[config.mk]
export PLATFORM = sky130hd
export DESIGN_NAME = fetch_queue
export DESIGN_NICKNAME = d
export VERILOG_FILES = /design/src/rtl/fetch_queue.sv
export SDC_FILE = /design/constraint.sdc
export NUM_CORES = 1
export LEC_CHECK = 0
export ABC_AREA = 1
export BUFFER_PORTS_ARGS = -buffer_cell sky130_fd_sc_hd__buf_2
export CORE_MARGIN = 2
export CORE_UTILIZATION = 24
export DETAILED_ROUTE_END_ITERATION = 7
export PLACE_DENSITY = 0.4
export SYNTH_ARGS = -nofsm -noshare
export SYNTH_HDL_FRONTEND = slang
export SYNTH_SLANG_ARGS = --single-unit
[constraint.sdc]
create_clock -name clk -period 3 [get_ports clk]
set_input_delay 0.15 -clock clk [delete_from_list [all_inputs] [get_ports clk]]
set_output_delay 0.15 -clock clk [all_outputs]
set_load 0.01 [all_outputs]
[src/rtl/fetch_queue.sv]
// fetch_queue: PC-driven instruction fetch into a small FIFO, with halt-opcode stop and redirect flush.
module fetch_queue #(
  parameter int ADDRBITWIDTH = 16,
  parameter int INSTBITWIDTH = 16,
  parameter int DEPTH = 4,
  parameter logic [ADDRBITWIDTH-1:0] RESETVECTOR = '0,
  parameter logic [INSTBITWIDTH-1:0] HALTOPCODE = 16'hFFFF
) (
  input  logic                         clk,
  input  logic                         sync_rst,
  input  logic                         clk_en,
  input  logic                         SystemEn,
  input  logic                         Redirect_Valid,
  input  logic [ADDRBITWIDTH-1:0]      Redirect_Addr,
  output logic [ADDRBITWIDTH-1:0]      InstructionAddress,
  input  logic [INSTBITWIDTH-1:0]      InstructionIn,
  output logic                         Inst_Valid,
  output logic [INSTBITWIDTH-1:0]      Inst_Data,
  output logic [ADDRBITWIDTH-1:0]      Inst_Addr,
  input  logic                         Inst_Ready,
  output logic [$clog2(DEPTH+1)-1:0]   Occupancy,
  output logic                         HaltOut
);
  localparam int PW = $clog2(DEPTH);
  localparam int OW = $clog2(DEPTH+1);
  localparam logic [0:0] FETCH = 1'b0;
  localparam logic [0:0] HALT = 1'b1;
  localparam logic [OW-1:0] FULL = OW'(DEPTH);
  logic [ADDRBITWIDTH-1:0]              r_pc;
  logic [PW-1:0]                        r_head, r_tail;
  logic [OW-1:0]                        r_occ;
  logic [0:0]                           r_state;
  logic [ADDRBITWIDTH+INSTBITWIDTH-1:0] r_mem [DEPTH];
  logic                                 w_deq, w_fetch;
  assign w_deq = clk_en & Inst_Valid & Inst_Ready & sync_rst;
  // A dequeue frees a slot in the same cycle, so a full queue can still fetch.
  assign w_fetch = clk_en & sync_rst & SystemEn & ~Redirect_Valid & (r_state == FETCH)
                 & ((r_occ != FULL) | w_deq);
  assign InstructionAddress = r_pc;
  assign Inst_Valid = r_occ != '0;
  assign {Inst_Addr, Inst_Data} = r_mem[r_head];
  assign Occupancy = r_occ;
  assign HaltOut = (r_state == HALT) & (r_occ == '0);
  always_ff @(posedge clk)
    if (w_fetch) r_mem[r_tail] <= {r_pc, InstructionIn};
  always_ff @(posedge clk) begin
    if (!sync_rst) begin
      r_pc    <= RESETVECTOR;
      r_head  <= '0;
      r_tail  <= '0;
      r_occ   <= '0;
      r_state <= FETCH;
    end else if (clk_en) begin
      if (Redirect_Valid) begin
        r_pc    <= Redirect_Addr;
        r_head  <= '0;
        r_tail  <= '0;
        r_occ   <= '0;
        r_state <= FETCH;
      end else begin
        if (w_fetch) begin
          r_tail <= r_tail + 1'b1;
          r_pc   <= r_pc + 1'b1;
          if (InstructionIn == HALTOPCODE) r_state <= HALT;
        end
        if (w_deq) r_head <= r_head + 1'b1;
        r_occ <= r_occ + OW'(w_fetch) - OW'(w_deq);
      end
    end
  end
endmodule
# --- Word level (Yosys, flattened, before mapping) ---
# Memory sizes are Yosys's and may differ from the RTL's. A register that Yosys moved wholly into a read port is not among the register bits.
# Index checks and enable logic that the tools add are counted.
classes:
  n_addsub: 5
  eq_ne: 2
  bitwise: 12
  n_reduce_logical: 8
  n_mux: 14
ops:
  columns: ["cell", "n"]
  rows:
  - ["2-to-1 mux 16 bit", 2]
  - ["adder 16 x 1 -> 16 bit (second input constant)", 1]
  - ["equality test 16 bit (second input constant)", 1]
  - ["2-to-1 mux 2 bit", 6]
  - ["AND 1 bit", 9]
  - ["nonzero test 2 bit", 3]
  - ["2-to-1 mux 1 bit", 5]
  - ["adder 2 x 1 -> 2 bit (second input constant)", 2]
  - ["AND reduction 2 bit", 2]
  - ["adder 3 x 1 -> 3 bit", 1]
  - ["zero test 3 bit", 1]
  - ["2-to-1 mux 3 bit", 1]
  - ["!= test 3 bit (second input constant)", 1]
  - ["AND reduction 3 bit", 1]
  - ["nonzero test 3 bit", 1]
  - ["subtractor 3 x 1 -> 3 bit", 1]
  - ["inverter 1 bit", 2]
  - ["OR 1 bit", 1]
word_totals:
  n_memories: 1
  word_cells: 47
  regBits: 24
  ram_bits: 128
  out_inout_bits: 53
mem_list:
  columns: ["name", "words", "word_bits", "read_ports", "rd_ports_with_merged_regs", "wr", "line_no", "rtl"]
  rows:
  - ["r_mem", 4, 32, 1, 1, 1, "33", "logic [ADDRBITWIDTH+INSTBITWIDTH-1:0] r_mem [DEPTH];"]

# --- Logic depth before layout (Yosys ltp) ---
# Gate-level depths: netlist of run 1.
logic_depth:
  ltp_word: 9
  mapped_depth: 14
  ltp_nobuf: 13

# --- Worst setup path before layout of run 1 ---
# No wires, ideal clock.
synth_timing:
  path_type: "flip-flop to flip-flop"
  from: "register r_occ[1], in the netlist Occupancy[1]"
  to: "memory r_mem[0][0] (netlist bit), enable pin"
  required_time_ns: 2.579
  synth_period_minus_slack_ns: 2.647
  stages_incl_launch_ff: 6
  setup_time_ns: 0.421
  path_buffers: 1
  arrival_time_ns: 2.225
  path_slack_ns: 0.353
  path_cell_list: "dfxtp_1 inv_1 nand4_1 nand2_2 buf_6 nor2_1"
synth_between:
  elab_chain_len: 8
  elab_cells_between_ends: 9
synth_rtl:
  columns: ["element", "line_no", "rtl"]
  rows:
  - ["start: declaration", "31", "logic [OW-1:0] r_occ;"]
  - ["start signal: assignment", "67", "r_occ <= r_occ + OW'(w_fetch) - OW'(w_deq);"]
  - ["nonzero test 3 bit", "40", "assign Inst_Valid = r_occ != '0;"]
  - ["AND 1 bit (3 in series)", "35", "assign w_deq = clk_en & Inst_Valid & Inst_Ready & sync_rst;"]
  - ["OR 1 bit *", "38", "& ((r_occ != FULL) | w_deq);"]
  - ["AND 1 bit *", "38", null]
  - ["2-to-1 mux 1 bit *", "45", "if (w_fetch) r_mem[r_tail] <= {r_pc, InstructionIn};"]
  - ["2-to-1 mux 1 bit (not written as such) *", "45", null]
  - ["end: declaration", "33", null]
# Every way passes the cells marked *; elsewhere a longest branch is shown, timed or not.

==> flow_summary.ini, run 1 <==
[worst_setup_path]
startpoint_type = register
r2r_start = Occupancy[1]
arrival_ns = 2.14
timing.rr.end = Occupancy[2]
rrSetupSlack_ns = 0.81
path_class = register to primary output
worst-path-max-fanout = 36
cp-end-kind = primary output
crit_required_ns = 2.85
reg2reg_depth = 12

[die]
core_area_sq_um = 26200
start_util_pct = 24.6
die_h_um = 168
die_w_um = 168
std_cell_rows = 59
die_area_sq_um = 28200
ios = 91

[cts]
clk_path_buf_depth = 2
cts.htree.levels = 4
clock-sinks = 154
clkTransAtPathRegs_ns = 0.07
post-cts-setup-buffer-count = 0
tritoncts = yes
clk_latency_ns = 0.42
clock-root-buffer = clkbuf_16
cts_buffers = 17

[logic_synthesis]
yosys_warnings = 0
ys.flop_type = edfxtp_1
yosysSeqAreaShare_pct = 67.7
ys_types = 33
yosysMostFrequentCell = edfxtp_1
syn-num-nets = 641
synth_common_cells = 128 x edfxtp_1, 113 x nor2_1, 87 x nand2_1
synth_area_sq_um = 6440
async_flop_share_pct = 0
ys_ff_latch = 154
syn_avg_cell_area_sq_um = 10.8
synth_top_area_cell = edfxtp_1
synth.top_cell.area_share_pct = 59.7
yosys-top-cells-area = edfxtp_1 60%, dfxtp_1 8.1%, nor2_1 6.6%, o21ai_0 5.7%, nand2_1 5.1%
synth_cells = 595
synth-edff-count = 128

[drt]
ant_nets = 0
wl_um = 17400
vias = 4741
firstDrtPassIters = 4
wire_per_inst_um = 16.5
drc = 0
viasPerCell = 4.49
drtIter0Drc = 373

[cells_and_area]
multi_input_area_sq_um = 1850
stdcell_count = 1055
drive_above_1_share_pct = 20.8
seq_area_sq_um = 4370
fillerInstances = 2680
n_antenna_cell = 0
syn2layout_area_growth_pct = 25.3
final_nets = 753

[placed_design]
hpwl_um = 11500
port_buffers = 90
gp_congestion = 0.778
post-place-cells = 1007

[flow_run]
drv_cap = 0

[global_routing]
grt_use_total_pct = 12.4
grt_pass1_wl_um = 26800
first_global_vias = 4736
grt_max_degree = 37
grt_antenna_before_repair = 0
overflow = 0

[sta]
rsz0062_at_grt = false
period_needed_ns = 2.29
slew_headroom_pct = 62.7
hold_viol = 0
max_freq_mhz = 437
worstMarginPinSlew_ns = 0.558
fin_crit_sh_pct = 76.2
setup_violations = 0
finalMaxSlewViolations = 0
skew_ns = 0.0118
fin_tns_setup_ns = 0

[pwr]
ir_drop_v = 0.000380
power_density_nw_per_um2 = 590
leakage_nw = 2.95

[hold_path]
hold_class = input port to register
min_to = r_mem[3][0]
min_from = InstructionIn[0]
hold_depth = 1

[outcome]
status = completed
-- final cells by class --
type / instances / share of cell area (%)
multi-input cells: 380 / 23.0
repair buffers: 119 / 9.09
clock inverters: 15 / 1.74
inverters: 35 / 1.64
well taps: 335 / 5.19
flip-flops and latches: 154 / 54.1
clock buffers: 17 / 5.27
-- per-stage QoR --
step	worst slack, ns	power (mW)	hold WS [ns]	util, %	instance area, sq um
after global routing	0.497	4.94	0.00578	30.8	8070
after floorplan	0.353	2.59	0.249	-	6440
after CTS	0.620	4.81	0.00246	30.8	8070
final	0.714	4.76	0.00914	30.8	8070
after global placement	0.621	2.75	0.394	28.0	7340
after detailed placement	0.570	2.75	0.390	28.0	7340
-- worst max-delay path by stage --
| stage | endpoint | startpoint | slack, ns | depth (start not counted) |
|---|---|---|---|---|
| final | Inst_Addr[7] | register | 0.71 | 4 |
| after floorplan | r_mem[0][0] | Occupancy[1] | 0.35 | 5 |
| after detailed placement | Occupancy[2] | Redirect_Valid | 0.57 | 13 |
| after CTS | Inst_Addr[7] | register | 0.62 | 4 |
| after global placement | Occupancy[1] | Redirect_Valid | 0.62 | 13 |
| after global routing | Inst_Addr[15] | register | 0.50 | 4 |
-- where the power goes --
part / switching (mW) / internal (mW)
Sequential: 0.0539 / 2.34
Combinational: 0.199 / 0.123
Clock: 0.893 / 1.15
Total: 1.15 / 3.62
-- cell families (layout without fill, tap and decap cells) --
family	count (synthesis)	after routing	synth area share, %
and+or+nand+nor	242	242	15.7
DFF	154	154	67.7
AOI/OAI and AO/OA	128	128	10.7
buffers and inverters	61	186	3.94
adders and majority gates	8	8	1.67
xor gates and xnor gates	2	2	0.272
-- registers in the layout, summed over array words and instances, names as in the netlist, named ones only --
register            cells
r_state                 1
InstructionAddress     16
r_mem                 128
r_tail                  2
r_head                  2
Occupancy               3
-- critical path: stages, from the launching register on --
cell and delay [ns]:
dfxtp_2 0.67, buf_4 0.45, o21ai_0 0.15, o22ai_1 0.25
buf_2 0.19
-- per-layer routing --
| metal | vias to the layer above | GRT usage [%] | wire length, um |
|---|---|---|---|
| met5 | - | 0 | 0 |
| met2 | 116 | 20.6 | 8460 |
| met3 | 8 | 3.17 | 653 |
| li1 | 2311 | - | - |
| met4 | 0 | 2.99 | 116 |
| met1 | 2306 | 16.4 | 8170 |
-- cell usage in the layout (no fill, tap or decap), types with 2 or more instances in the layout --
cell type	count
clkinvlp_4	4
dlygate4sd3_1	16
o21ai_0	73
inv_6	3
buf_4	11
dfxtp_1	25
nor3_1	3
nand4_1	8
inv_1	31
nand3_1	19
nor2_4	6
o22ai_1	33
o21ai_1	4
clkinv_1	4
a21oi_1	16
clkinv_4	4
buf_2	90
clkbuf_16	17
edfxtp_1	128
xnor2_1	2
nand2_1	87
ha_1	7
buf_12	2
nand2_2	4
nor2_1	109
-- timing repair --
action                                  CTS  global route
endpoints found under the setup margin    0             0
gates resized for setup                   0             0
hold buffers                             16             0
hold endpoints to repair                 61             0
(Power assumes the default switching activity.)
==> run 2, diff against run 1 <==
Clock period 3 ns to 2.21 ns, I/O delays scaled along.
==> flow_summary.ini, run 2 (same netlist as run 1, synthesis figures left out) <==
[cells_and_area]
drive_above_1_share_pct = 22.1
n_antenna_cell = 0
final_nets = 766
stdcell_count = 1067
regMostFlops = r_mem
fillerInstances = 2658
multi_input_area_sq_um = 1870
final_common_cell = edfxtp_1
fin_area_sq_um = 8250
final_cell_mix = 128 x edfxtp_1, 107 x nor2_1, 90 x buf_2
seq_area_sq_um = 4370
syn2layout_area_growth_pct = 28.0
largest_register_ffs = 128

[die]
start_util_pct = 24.6
core_area_sq_um = 26200
die_h_um = 168
std_cell_rows = 59
ios = 91
die_area_sq_um = 28200
die_w_um = 168

[worst_setup_path]
path_class = input port to register
arrival_ns = 2.39
startpoint_type = input port
crit_required_ns = 2.51
cp-end-kind = register
worst-path-max-fanout = 4

[sta]
hold_viol = 0
layout_setup_ws_ns = 0.125
period_needed_ns = 2.09
slew_headroom_pct = 70.6
fin_crit_sh_pct = 94.4
max_freq_mhz = 480
finalMaxSlewViolations = 0
whs_ns = 0.0346
skew_ns = 0.0126
worstMarginPinSlew_ns = 0.440
setup_violations = 0

[placed_design]
gp_congestion = 0.788
post-place-cells = 1017
port_buffers = 90
hpwl_um = 11500
placed_cell_area_sq_um = 7390
dp_slack_ns = 0.0991

[pwr]
seq_power_share_pct = 46.5
p_int_mw = 5.47
clkPwrFrac_pct = 46.8
p_switching_mw = 1.49
switching_share_pct = 21.4
combPwrFrac_pct = 6.6
total_power_mw = 6.95
leakage_nw = 3.06
power_density_nw_per_um2 = 843
ir_drop_v = 0.000509

[cts]
clkTransAtPathRegs_ns = 0.07
clock-sinks = 154
cts.htree.levels = 4
clk_latency_ns = 0.42
tritoncts = yes
cts_buffers = 17
clk_path_buf_depth = 2
clock-root-buffer = clkbuf_16

[drt]
viasPerCell = 4.48
wl_um = 17700
drc = 0
ant_nets = 0
drtIter0Drc = 259
firstDrtPassIters = 4
wire_per_inst_um = 16.6
vias = 4775

[global_routing]
first_global_vias = 4789
grt_use_total_pct = 12.8
grt_antenna_before_repair = 0
grt_pass1_wl_um = 27200
grt_max_degree = 37
overflow = 0

[flow_run]
drv_cap = 0

[hold_path]
hold_class = input port to register

[outcome]
status = completed
## run 2: worst max-delay path, cell delays in order
cell	delay, ns
dlygate4sd3_1	0.53
buf_2	0.15
nand2_2	0.06
clkinv_2	0.08
nand2_1	0.10
nand4_1	0.10
nand2_2	0.08
ha_1	0.22
inv_1	0.06
ha_1	0.13
inv_1	0.05
fa_1	0.38
a21oi_1	0.13
nand3b_1	0.13
a21oi_1	0.07
## run 2: final timing paths
kind | start | to | slack (ns) | cells after the start
worst min register to register | r_tail[0] | r_tail[0] | 0.51 | 1
worst max-delay path | clk_en | Occupancy[2] | 0.12 | 15
worst min-delay path | Redirect_Addr[9] | InstructionAddress[9] | 0.03 | 5
worst max register to register | Occupancy[1] | Occupancy[2] | 0.16 | 12
## run 2: per-layer routing
layer	up-vias	share of wire, %	track usage, %
li1	2333	-	-
met1	2316	45	16.7
met2	118	48	21.0
met3	8	5.9	3.01
met4	0	0.93	4.01
met5	-	0	0
## run 2: power groups by stage
stage               clock network [mW]  registers (mW)  logic [mW]
detailed placement                   0            3.30       0.444
global route                      3.44            3.24       0.515
finish                            3.26            3.24       0.460
global placement                     0            3.30       0.440
floorplan                            0            3.29       0.231
CTS                               3.32            3.24       0.470
## run 2: area by class of cell
type / instances / share of cell area, %
inverter: 35 / 1.61
sequential: 154 / 52.9
tap: 335 / 5.08
clock inverter: 12 / 2.67
clock buffer: 19 / 5.25
multi-input combinational: 380 / 22.6
timing repair buffer: 132 / 9.83
## run 2: stage by stage
step                setup TNS [ns]  util (%)
CTS                              0      31.4
detailed placement               0      28.2
global placement                 0      28.2
global route               -0.0126      31.5
finish                           0      31.5
floorplan                   -55.89         -
## run 2: timing repair
| item | 4_1_cts | 5_1_grt |
|---|---|---|
| setup buffers | 0 | 1 |
| hold buffers | 18 | 0 |
| gates resized for setup | 0 | 4 |
| endpoints found under the hold margin | 66 | 0 |
| setup endpoints to repair | 0 | 2 |
==> run 3, diff against run 2 <==
==> constraint.sdc (replaced) <==
create_clock -name clk -period 2.21 [get_ports clk]
set_input_delay 0.1105 -clock clk [delete_from_list [all_inputs] [get_ports clk]]
set_output_delay 0.1105 -clock clk [all_outputs]
set_load 0.02 [all_outputs]
==> flow_summary.ini, run 3 (same netlist as run 1, synthesis figures left out) <==
[outcome]
status = completed

[worst_setup_path]
startpoint = clk_en
timing.rr.end = Occupancy[2]
rrSetupSlack_ns = 0.19
startpoint_type = input port
r2r_start = Occupancy[1]
crit_required_ns = 2.51
endpoint = Occupancy[2]
reg2reg_depth = 12
arrival_ns = 2.35
path_class = input port to register
worst-path-max-fanout = 4
cp-end-kind = register

[global_routing]
grt_use_total_pct = 12.8
grt_antenna_before_repair = 0
first_global_vias = 4804
grt_max_degree = 35
grt_pass1_wl_um = 27400
overflow = 0

[sta]
worstMarginPinSlew_ns = 0.435
rsz0062_at_grt = false
max_freq_mhz = 488
fin_crit_sh_pct = 92.7
hold_viol = 0
setup_violations = 0
slew_headroom_pct = 70.8
finalMaxSlewViolations = 0
skew_ns = 0.0141
layout_setup_ws_ns = 0.161
period_needed_ns = 2.05

[drt]
ant_nets = 0
vias = 4751
wire_per_inst_um = 16.5
wl_um = 17600
drtIter0Drc = 329
firstDrtPassIters = 4
drc = 0
viasPerCell = 4.44

[die]
die_w_um = 168
core_area_sq_um = 26200
ios = 91
die_area_sq_um = 28200
std_cell_rows = 59
start_util_pct = 24.6
die_h_um = 168

[cells_and_area]
multi_input_area_sq_um = 1860
seq_area_sq_um = 4370
stdcell_count = 1070
n_antenna_cell = 0
largest_register_ffs = 128
final_cell_mix = 128 x edfxtp_1, 107 x nor2_1, 89 x buf_2
final_nets = 768
syn2layout_area_growth_pct = 28.1
final_core_util_pct = 31.5
final_common_cell = edfxtp_1
regMostFlops = r_mem
drive_above_1_share_pct = 22.3
fillerInstances = 2637

[cts]
clock-root-buffer = clkbuf_16
clk_path_buf_depth = 2
clkTransAtPathRegs_ns = 0.07
cts_buffers = 17
tritoncts = yes
clock-sinks = 154
cts.htree.levels = 4
clk_latency_ns = 0.42
post-cts-setup-buffer-count = 0

[pwr]
leakage_nw = 3.07
ir_drop_v = 0.000337
power_density_nw_per_um2 = 829

[placed_design]
post-place-cells = 1020
gp_congestion = 0.758
hpwl_um = 11600
dp_slack_ns = 0.151
port_buffers = 90

[hold_path]
hold_class = input port to register

[flow_run]
drv_cap = 0
-- run 3: repair_timing --
| item | 4_1_cts | 5_1_grt |
|---|---|---|
| hold buffers | 18 | 0 |
| gates resized for setup | 0 | 4 |
| hold endpoints to repair | 66 | 0 |
| endpoints found under the setup margin | 0 | 2 |
-- run 3: per-stage QoR --
stage | hold WS, ns | power, mW | setup TNS [ns] | area (sq um)
2_1_floorplan | 0.209 | 3.56 | -66.95 | 6440
3_3_place_gp | 0.343 | 3.79 | 0 | 7430
3_5_place_dp | 0.347 | 3.80 | 0 | 7430
4_1_cts | 0.0165 | 6.95 | 0 | 8240
5_1_grt | 0.0582 | 7.12 | 0 | 8250
6_report | 0.0310 | 6.84 | 0 | 8250
-- run 3: metal layers --
metal  vias to the layer above  global-route usage (%)  wire length (um)
met2                       125                    21.1              8590
li1                       2337                       -                 -
met1                      2283                    16.7              7850
met3                         6                    3.31              1070
met5                         -                       0                 0
met4                         0                    3.40                93
-- run 3: cell type report --
| cell class | count | area share, % |
|---|---|---|
| Clock buffer | 25 | 6.00 |
| Tap cell | 335 | 5.08 |
| Inverter | 35 | 1.61 |
| Sequential cell | 154 | 52.9 |
| Multi-Input combinational cell | 380 | 22.6 |
| Clock inverter | 7 | 1.67 |
| Timing Repair Buffer | 134 | 10.2 |
-- run 3: worst min-delay path by stage --
stage,end,slack (ns),start,cells past startpoint
finish,InstructionAddress[10],0.03,Redirect_Addr[10],5
global route,InstructionAddress[13],0.06,Redirect_Addr[13],5
CTS,InstructionAddress[10],0.02,Redirect_Addr[10],5
detailed placement,r_mem[3][13],0.35,InstructionIn[13],1
global placement,r_mem[3][13],0.34,InstructionIn[13],1
floorplan,r_mem[0][0],0.21,InstructionIn[0],0
-- run 3: worst max-delay path, stage by stage --
cell and delay (ns):
dlygate4sd3_1 0.53, buf_4 0.15, nand2_2 0.06, clkinv_2 0.09, nand2_2 0.09, nand4_1 0.09, nand2_2 0.08, ha_1 0.22
inv_1 0.06, ha_1 0.13, inv_1 0.05, fa_1 0.38, a21oi_1 0.11, nand3b_1 0.12, a21oi_1 0.06
-- run 3: power breakdown --
part	internal (mW)	switching (mW)	leakage (nW)	total, mW
sequential	3.18	0.0601	1.38	3.24
combinational	0.183	0.330	1.38	0.512
clock	2.01	1.08	0.307	3.09
